File: src/rtl/sc_stream_decoder.sv
// rtl/sc_stream_decoder.sv - counts ones over a 2^WIDTH-bit window of a stochastic stream
module sc_stream_decoder #(
   parameter int WIDTH = 8
) (
   input  logic             clk,
   input  logic             rst,
   input  logic             start,
   input  logic             in_valid,
   input  logic             bit_in,
   output logic             busy,
   output logic             out_valid,
   input  logic             out_ready,
   output logic [WIDTH:0]   out_count
);

   typedef enum logic [1:0] {S_IDLE, S_ACCUM, S_DONE} state_t;

   // Sample index of the final bit of a window (2^WIDTH - 1).
   localparam logic [WIDTH:0] LAST_SAMPLE = {1'b0, {WIDTH{1'b1}}};

   state_t         state_q, state_d;
   logic [WIDTH:0] samples_q, samples_d;
   logic [WIDTH:0] ones_q, ones_d;
   logic [WIDTH:0] count_q, count_d;

   always_ff @(posedge clk) begin
      if (rst) begin
         state_q   <= S_IDLE;
         samples_q <= '0;
         ones_q    <= '0;
         count_q   <= '0;
      end else begin
         state_q   <= state_d;
         samples_q <= samples_d;
         ones_q    <= ones_d;
         count_q   <= count_d;
      end
   end

   always_comb begin
      state_d   = state_q;
      samples_d = samples_q;
      ones_d    = ones_q;
      count_d   = count_q;
      case (state_q)
         S_IDLE: begin
            if (start) begin
               state_d   = S_ACCUM;
               samples_d = '0;
               ones_d    = '0;
            end
         end
         S_ACCUM: begin
            // bit_in is only looked at when in_valid is set, so X on idle cycles cannot leak in.
            if (in_valid) begin
               samples_d = samples_q + 1'b1;
               ones_d    = ones_q + {{WIDTH{1'b0}}, bit_in};
               if (samples_q == LAST_SAMPLE) begin
                  state_d = S_DONE;
                  count_d = ones_d;
               end
            end
         end
         S_DONE: begin
            if (out_ready) begin
               if (start) begin
                  state_d   = S_ACCUM;
                  samples_d = '0;
                  ones_d    = '0;
               end else begin
                  state_d = S_IDLE;
               end
            end
         end
         default: state_d = S_IDLE;
      endcase
   end

   always_comb begin
      busy      = (state_q == S_ACCUM);
      out_valid = (state_q == S_DONE);
      out_count = count_q;
   end

endmodule

File: config.mk
export PLATFORM = sky130hd
export DESIGN_NAME = sc_stream_decoder
export DESIGN_NICKNAME = d
export VERILOG_FILES = /design/src/rtl/sc_stream_decoder.sv
export SDC_FILE = /design/constraint.sdc
export NUM_CORES = 1
export LEC_CHECK = 0
export BUFFER_PORTS_ARGS = -buffer_cell sky130_fd_sc_hd__buf_2
export CORE_MARGIN = 4
export CORE_UTILIZATION = 45
export DETAILED_ROUTE_END_ITERATION = 8
export PLACE_DENSITY = 0.6
export SETUP_SLACK_MARGIN = 0.05
export SLEW_MARGIN = 20
export SYNTH_ARGS = -nofsm -noshare
export SYNTH_HDL_FRONTEND = slang
export SYNTH_SLANG_ARGS = --single-unit
File: constraint.sdc
create_clock -name clk -period 3.4 [get_ports clk]
set_input_delay 0.68 -clock clk [delete_from_list [all_inputs] [get_ports clk]]
set_output_delay 0.68 -clock clk [all_outputs]
set_load 0.1 [all_outputs]
# Yosys cells after proc, flatten, opt, wreduce, memory -nomap -nowiden
# Cells that the tools add are included.
# totals
in_bits	6
word_cells	32
output_inout_bits	11
register_bits	29
# classes
mux	14
add_sub_neg	2
n_eq_ne	7
n_reduce_logical	5
# ops
cell	n
$mux 9	6
$pmux 9 s3	2
$add 9x1->9	1
$add 9x1->9 const B	1
$eq 9x8->1 const B	1
$mux 2	4
$pmux 2 s3	1
$reduce_and 3->1	2
$ne 2x1->1 const B	2
$ne 2x2->1 const B	2
$reduce_and 4->1	1
$reduce_bool 3->1	1
$eq 2x1->1 const B	1
$eq 2x2->1 const B	1
$logic_not 2->1	1
$mux 1	1

# Logic depth before layout (Yosys ltp)
# Gate-level depths: netlist of the first run.
# depth
word_depth	4
mapped_depth	9
depth_no_buf	8

# Worst setup path after synthesis of the first run
# OpenSTA, ideal clock, no wires.
# synth_path
path_kind	register to output
startpoint	register state_q[0]
endpoint	output out_valid
arrival_ns	1.764
path_stages_with_launch	3
path_buffers	1
t_required_ns	2.720
path_slack_ns	0.956
path_cell_list	dfxtp_1 > buf_4 > nor2b_1
# synth_via
elab_chain_cells	1
# synth_lines
item	line_no	source
start: declaration	21	state_t state_q, state_d;
start signal: assignment	33	state_q <= state_d;
$eq 2x2->1	81	out_valid = (state_q == S_DONE);
end: declaration	11	output logic out_valid,
# Every way passes these cells.

# Worst setup path in the final report of the first run
# layout_path
startpoint	register state_q[0]
endpoint	output busy
# layout_via
elab_chain_cells	1
# layout_lines
item	line_no	source
$eq 2x1->1	80	busy = (state_q == S_ACCUM);
end: declaration	10	output logic busy,
# Every way passes these cells.

==> results of run 1 <==
## layout make-up
class                      instances  area [um^2]  share of cell area (%)
multi-input combinational        121          726                    48.9
sequential                        29          581                    39.1
timing repair buffer              16         80.1                    5.40
clock buffer                       6         41.3                    2.78
tap                               31         38.8                    2.61
clock inverter                     2         10.0                   0.675
inverter                           2         7.51                   0.506
## kinds of logic after synthesis
family | count (synthesis) | synth area share (%)
buffers and inverters | 14 | 5.61
flip-flops | 29 | 42.0
XOR/XNOR | 8 | 5.06
adder cells (fa/ha/maj) | 4 | 3.62
multiplexers | 3 | 2.17
AO/OA/AOI/OAI | 43 | 18.8
AND/OR/NAND/NOR | 63 | 22.8
## per-stage QoR
step                      power, uW  worst slack, ns  area [um^2]  hold WS (ns)
after floorplan                 392            0.956         1380         0.447
after global placement          399             1.31         1430         0.457
after detailed placement        399             1.28         1430         0.470
after CTS                       598             1.28         1480         0.485
after global routing            626             1.19         1480         0.508
final                           587             1.30         1480         0.481
## worst max-delay path: cells and delay by family (launching register included)
kind | cells | cell delay, ns
flops | 1 | 0.47
buf+inv | 1 | 0.43
simple gates | 1 | 0.20
## layout by cell type (no fill, tap or decap)
master,n
dfxtp_1,29
nor2_1,25
buf_2,16
a21oi_1,15
nand3_1,9
o21ai_0,8
a211oi_1,8
and3_1,6
or3_1,6
xnor2_1,5
clkbuf_4,5
nand2_1,4
ha_1,4
mux2i_1,3
a22oi_1,3
xor2_1,3
a31oi_1,3
nor3_1,3
nor2b_1,2
inv_1,2
nand3b_1,2
o21a_1,2
o31ai_1,2
or4_1,2
clkinv_2,2
and2b_1,1
nand2b_1,1
a21o_1,1
nand4b_1,1
o22ai_1,1
and2_1,1
clkbuf_1,1
## state kept, by name (all words and copies together) (netlist names)
signal	count
ones_q	9
samples_q	9
state_q	2
out_count	9
## worst max path at each step
stage	cells after the start	end	slack (ns)
after floorplan	2	out_valid	0.96
after global placement	5	samples_q[5]$_SDFFE_PP0P_	1.31
after detailed placement	7	ones_q[8]$_SDFFE_PP0P_	1.28
after CTS	2	busy	1.28
after global routing	7	out_count[7]$_SDFFE_PP0P_	1.19
final	2	busy	1.30
## routing by layer
layer	routed length (um)	vias to the layer above	global-route usage (%)
met3	97	7	4.62
li1	-	607	-
met5	0	-	0
met4	54	0	6.47
met1	1360	545	18.3
met2	1210	19	24.4
## power by group
part / total (uW) / switching (uW) / internal [uW] / leakage (uW)
combinational: 45.9 / 34.0 / 11.9 / 0.000280
clock: 195 / 117 / 78.6 / 0.0000320
sequential: 345 / 3.61 / 342 / 0.000234
total: 587 / 154 / 432 / 0.000546
==> results.json, run 1 <==
{
  "status": "complete, no violations",
  "holdPathStages": 2,
  "synth-async-reset-ratio_pct": 0,
  "synth_common_cells": "dfxtp_1 (29), nor2_1 (25), a21oi_1 (15)",
  "worstSetupStartpointType": "flip-flop",
  "cap_violations": 0,
  "hpwl_um": 1820,
  "netlist_instances": 164,
  "critical_path_required_ns": 2.72,
  "final_util_pct": 52.0,
  "fp.coreArea_um2": 2850,
  "fmax_ghz": 0.476,
  "start_util_pct": 48.5,
  "vias_per_cell": 5.69,
  "hold_buffers": 0,
  "overflow": 0,
  "io_buffers": 16,
  "synth_edf_count": 0,
  "synth.most_common_cell": "dfxtp_1",
  "drt-wirelength-per-cell_um": 13.2,
  "whs_endpoint": "samples_q[5]$_SDFFE_PP0P_",
  "n_fill_cell": 293,
  "clk_latency_ns": 0.32,
  "hold_path.class": "flip-flop to flip-flop",
  "drc": 0,
  "grt_setup_unrepaired": "false",
  "antenna_found_initial": 0,
  "path_cells": "and2b_1 -> buf_2",
  "fin_cells": 207,
  "clk_path_buf_depth": 2,
  "crit_slowest_cell": "dfxtp_1",
  "htreeDepth": 2,
  "wirelength_um": 2730,
  "rr_worst_depth": 7,
  "area_growth_pct": 7.23,
  "nets": 185,
  "maxSlewViolCount": 0,
  "final-hold-violation-count": 0,
  "ys_warn_count": 0,
  "gp_congestion": 0.730,
  "cts_made_buffers": 5,
  "grt_pass1_vias": 1141,
  "clock_sinks": 29,
  "die_w_um": 63.5,
  "ys_seq_elements": 29,
  "grt.total_usage_pct": 15.1,
  "crit_fanout": 8,
  "postCtsResizedCells": 0,
  "post_cts_buffers": 0,
  "diodes": 0,
  "fp.dieH_um": 63.5,
  "num_rows": 19,
  "synth_largest_area_cell": "dfxtp_1",
  "peakVddDrop_v": 0.000187,
  "min_period_ns": 2.10,
  "synth.area.top_cells": "dfxtp_1 (42%), nor2_1 (6.8%), a21oi_1 (5.4%)",
  "synthFlopType": "dfxtp_1",
  "finalSetupViolCount": 0,
  "worstReg2RegStart": "samples_q[0]$_SDFFE_PP0P_",
  "rr_endpoint": "out_count[1]$_SDFFE_PP0P_",
  "syn_nets": 174,
  "crit_type": "flip-flop to output pin",
  "grt_start_max_net_pins": 25,
  "io_pins": 17,
  "cp-end-kind": "output pin",
  "drtIter0Drc": 64,
  "netlist_area_um2": 1380,
  "avgSynthCellArea_um2": 8.44,
  "worstPathArrival_ns": 1.42,
  "cp-startpoint": "state_q[0]$_SDFFE_PP0P_",
  "ff2ff_setup_slack_ns": 1.35,
  "ant_nets": 0,
  "cts-root-buf": "clkbuf_4",
  "fin_tns_setup_ns": 0,
  "drtPass1Iterations": 4,
  "drive_gt1_share_pct": 13.1,
  "clkTransAtPathRegs_ns": 0.09,
  "synth_seq_area_share_pct": 42.0,
  "dieArea_um2": 4030,
  "cp_slowest_stage_delay_ns": 0.47,
  "min-delay-start": "samples_q[5]$_SDFFE_PP0P_",
  "fin_crit_sh_pct": 61.8,
  "grt_pass1_wl_um": 4840,
  "yosys.area.top_type_share_pct": 42.0,
  "synthDistinctLibCells": 33,
  "place_inst": 199,
  "cts_tree": "yes",
  "skew_ns": 0.0113,
  "power_leakage_uw": 0.000546,
  "powerDensity_nw_per_um2": 395,
  "tightest_slew_ns": 0.695,
  "slew-limit-headroom_pct": 53.7,
  "num_vias": 1178
}
Power figures use the tool's default switching activity.
==> run 2, diff against run 1 <==
ABC_AREA = 1   (was unset)
PLACE_DENSITY = 0.63   (was 0.6)
clock period = 1.8 ns   (was 3.4 ns; I/O delays follow)
==> results.json, run 2 <==
{
  "critPathTopFamily": "flip-flops",
  "layout_common_cells": "nand2_1 (48), dfxtp_1 (25), inv_1 (22)",
  "path_cells": "inv_2 -> nor2_4 -> buf_4",
  "synth-xor-area-share_pct": 1.81,
  "grt_start_max_net_pins": 16,
  "netlist_area_um2": 1450,
  "powerDensity_nw_per_um2": 724,
  "yosys.area.top_type_share_pct": 40.0,
  "clock_power_share_pct": 37.3,
  "status": "complete, no violations",
  "clock_sinks": 29,
  "grt.total_usage_pct": 16.3,
  "place_inst": 264,
  "grt_setup_unrepaired": "false",
  "place_area_um2": 1570,
  "peakVddDrop_v": 0.000525,
  "synthFlopType": "dfxtp_1",
  "netlist_instances": 207,
  "synth.area.top_cells": "dfxtp_1 (40%), nand2_1 (13%), a21oi_1 (7.6%)",
  "grt_pass1_vias": 1260,
  "ant_nets": 0,
  "seqPwrFrac_pct": 52.6,
  "dieArea_um2": 4190,
  "power_uw": 1240,
  "power.internal_uw": 904,
  "critical_path_required_ns": 1.44,
  "cts-root-buf": "clkbuf_4",
  "power_frac_comb_pct": 10.1,
  "power_leakage_uw": 0.000719,
  "design_area_um2": 1720,
  "final_util_pct": 55.8,
  "num_rows": 20,
  "overflow": 0,
  "switchingPower_uw": 339,
  "min_period_ns": 1.65,
  "cap_violations": 0,
  "synth.most_common_cell": "nand2_1",
  "fin_cells": 276,
  "synth_edf_count": 0,
  "grt_pass1_wl_um": 5290,
  "cp_slowest_stage_delay_ns": 0.46,
  "cp.depth": 3,
  "fp.coreArea_um2": 3080,
  "clkTransAtPathRegs_ns": 0.10,
  "nets": 241,
  "htreeDepth": 2,
  "finalSetupViolCount": 0,
  "crit_slowest_cell": "dfxtp_1",
  "start_util_pct": 47.1,
  "num_vias": 1368,
  "ys_warn_count": 0,
  "fin_tns_setup_ns": 0,
  "syn_nets": 217,
  "slew-limit-headroom_pct": 67.1,
  "vias_per_cell": 4.96,
  "ff2ff_setup_slack_ns": 0.15,
  "cp-end-kind": "output pin",
  "area_growth_pct": 18.5,
  "io_buffers": 16,
  "worstSetupStartpointType": "flip-flop",
  "synthDistinctLibCells": 27,
  "cts_made_buffers": 5,
  "synth_common_cells": "nand2_1 (51), dfxtp_1 (29), a21oi_1 (22), inv_1 (22), nor2_1 (22)",
  "rr_worst_depth": 11,
  "synth-async-reset-ratio_pct": 0,
  "synth_top_family_by_area": "simple AND/OR/NAND/NOR gates",
  "hold_path.class": "primary input to flip-flop",
  "synth_compound_area_share_pct": 14.1,
  "worstPathArrival_ns": 1.29,
  "crit_fanout": 6,
  "wirelength_um": 3220,
  "cts_tree": "yes",
  "ys_seq_elements": 29,
  "fmax_ghz": 0.607,
  "fin_crit_sh_pct": 91.5,
  "synth_seq_area_share_pct": 40.0,
  "final-hold-violation-count": 0,
  "die_w_um": 64.8,
  "tightest_slew_ns": 0.496,
  "gp_congestion": 0.769,
  "hpwl_um": 2280,
  "synth_largest_area_cell": "dfxtp_1",
  "drc": 0,
  "path_buf_inv": 2,
  "drtPass1Iterations": 4,
  "diodes": 0,
  "skew_ns": 0.0100,
  "drt-wirelength-per-cell_um": 11.7,
  "synth-adder-area-share_pct": 3.45,
  "fp.dieH_um": 64.8,
  "avgSynthCellArea_um2": 7.01,
  "holdPathStages": 4,
  "clk_path_buf_depth": 2,
  "maxSlewViolCount": 0,
  "io_pins": 17,
  "sw_frac_of_total_pct": 27.3,
  "synth_mux_area_share_pct": 0,
  "drive_gt1_share_pct": 23.7,
  "layout_commonest_cell": "nand2_1",
  "antenna_found_initial": 0,
  "clk_latency_ns": 0.33,
  "crit_type": "flip-flop to output pin",
  "drtIter0Drc": 103,
  "synth-simple-area-share_pct": 31.3
}
[run 2: cell types whose count changed after synthesis, sizes merged, moves of 3 or more]
cell	previous run	this run
nand2	4	53
inv	2	26
a211oi	8	0
a21oi	15	23
nand3	9	17
and3	6	0
or3	6	0
clkbuf	6	2
a22oi	3	0
a31oi	3	0
buf	6	3
mux2i	3	0
xor2	3	0
[run 2: final timing paths]
path / start / to
worst max-delay path: state_q[0]$_SDFFE_PP0P_ / busy
worst min-delay path: out_ready / state_q[1]$_SDFFE_PP0P_
worst max register to register: samples_q[3]$_SDFFE_PP0P_ / out_count[6]$_SDFFE_PP0P_
worst min register to register: samples_q[0]$_SDFFE_PP0P_ / samples_q[0]$_SDFFE_PP0P_
[run 2: repair_timing]
item | CTS | global route
setup buffers | 0 | 3
pin swaps | 0 | 4
gates cloned | 0 | 1
setup endpoints to repair | 6 | 10
resized for setup | 3 | 17
hold buffers | 0 | 0
[run 2: kinds of logic after synthesis]
kind of cell             Yosys count
XOR/XNOR                           3
AO/OA/AOI/OAI                     37
AND/OR/NAND/NOR                  102
adder cells (fa/ha/maj)            4
buffers and inverters             32
flip-flops                        29
[run 2: metrics by stage]
step                worst slack [ns]  hold WS [ns]
floorplan                      0.166         0.439
global placement               0.121         0.447
detailed placement            0.0615         0.452
CTS                           0.0860         0.354
global route                  0.0405         0.373
finish                         0.153         0.359
[run 2: cell type report]
class	count	area, um^2
sequential	29	586
clock buffer	7	65.1
tap	44	55.1
timing repair buffer	22	138
clock inverter	1	5.00
fill	318	1360
inverter	27	104
multi-input combinational	146	766
[run 2: layer usage]
metal / part of all wire (%) / vias up / wire length [um] / global-route usage [%]
met5: 0 / - / 0 / 0
met4: 0.99 / 0 / 32 / 4.75
met3: 3.6 / 4 / 117 / 5.55
met2: 53 / 20 / 1720 / 31.3
met1: 42 / 641 / 1350 / 16.3
li1: - / 703 / - / -
[run 2: power groups by stage]
stage | Clock [uW] | Combinational [uW] | Sequential, uW
CTS | 476 | 125 | 653
finish | 464 | 125 | 654
detailed placement | 0 | 123 | 668
floorplan | 0 | 106 | 667
global route | 502 | 141 | 655
global placement | 0 | 122 | 668
[run 2: worst register-to-register path: stages, from the launching register on]
cell     delay, ns
dfxtp_2       0.35
nand2_2       0.06
nor2_2        0.15
nand2_2       0.08
nor3b_2       0.20
ha_2          0.20
inv_1         0.06
nor2_4        0.15
buf_6         0.14
o21a_1        0.10
o21ai_1       0.06
inv_1         0.05
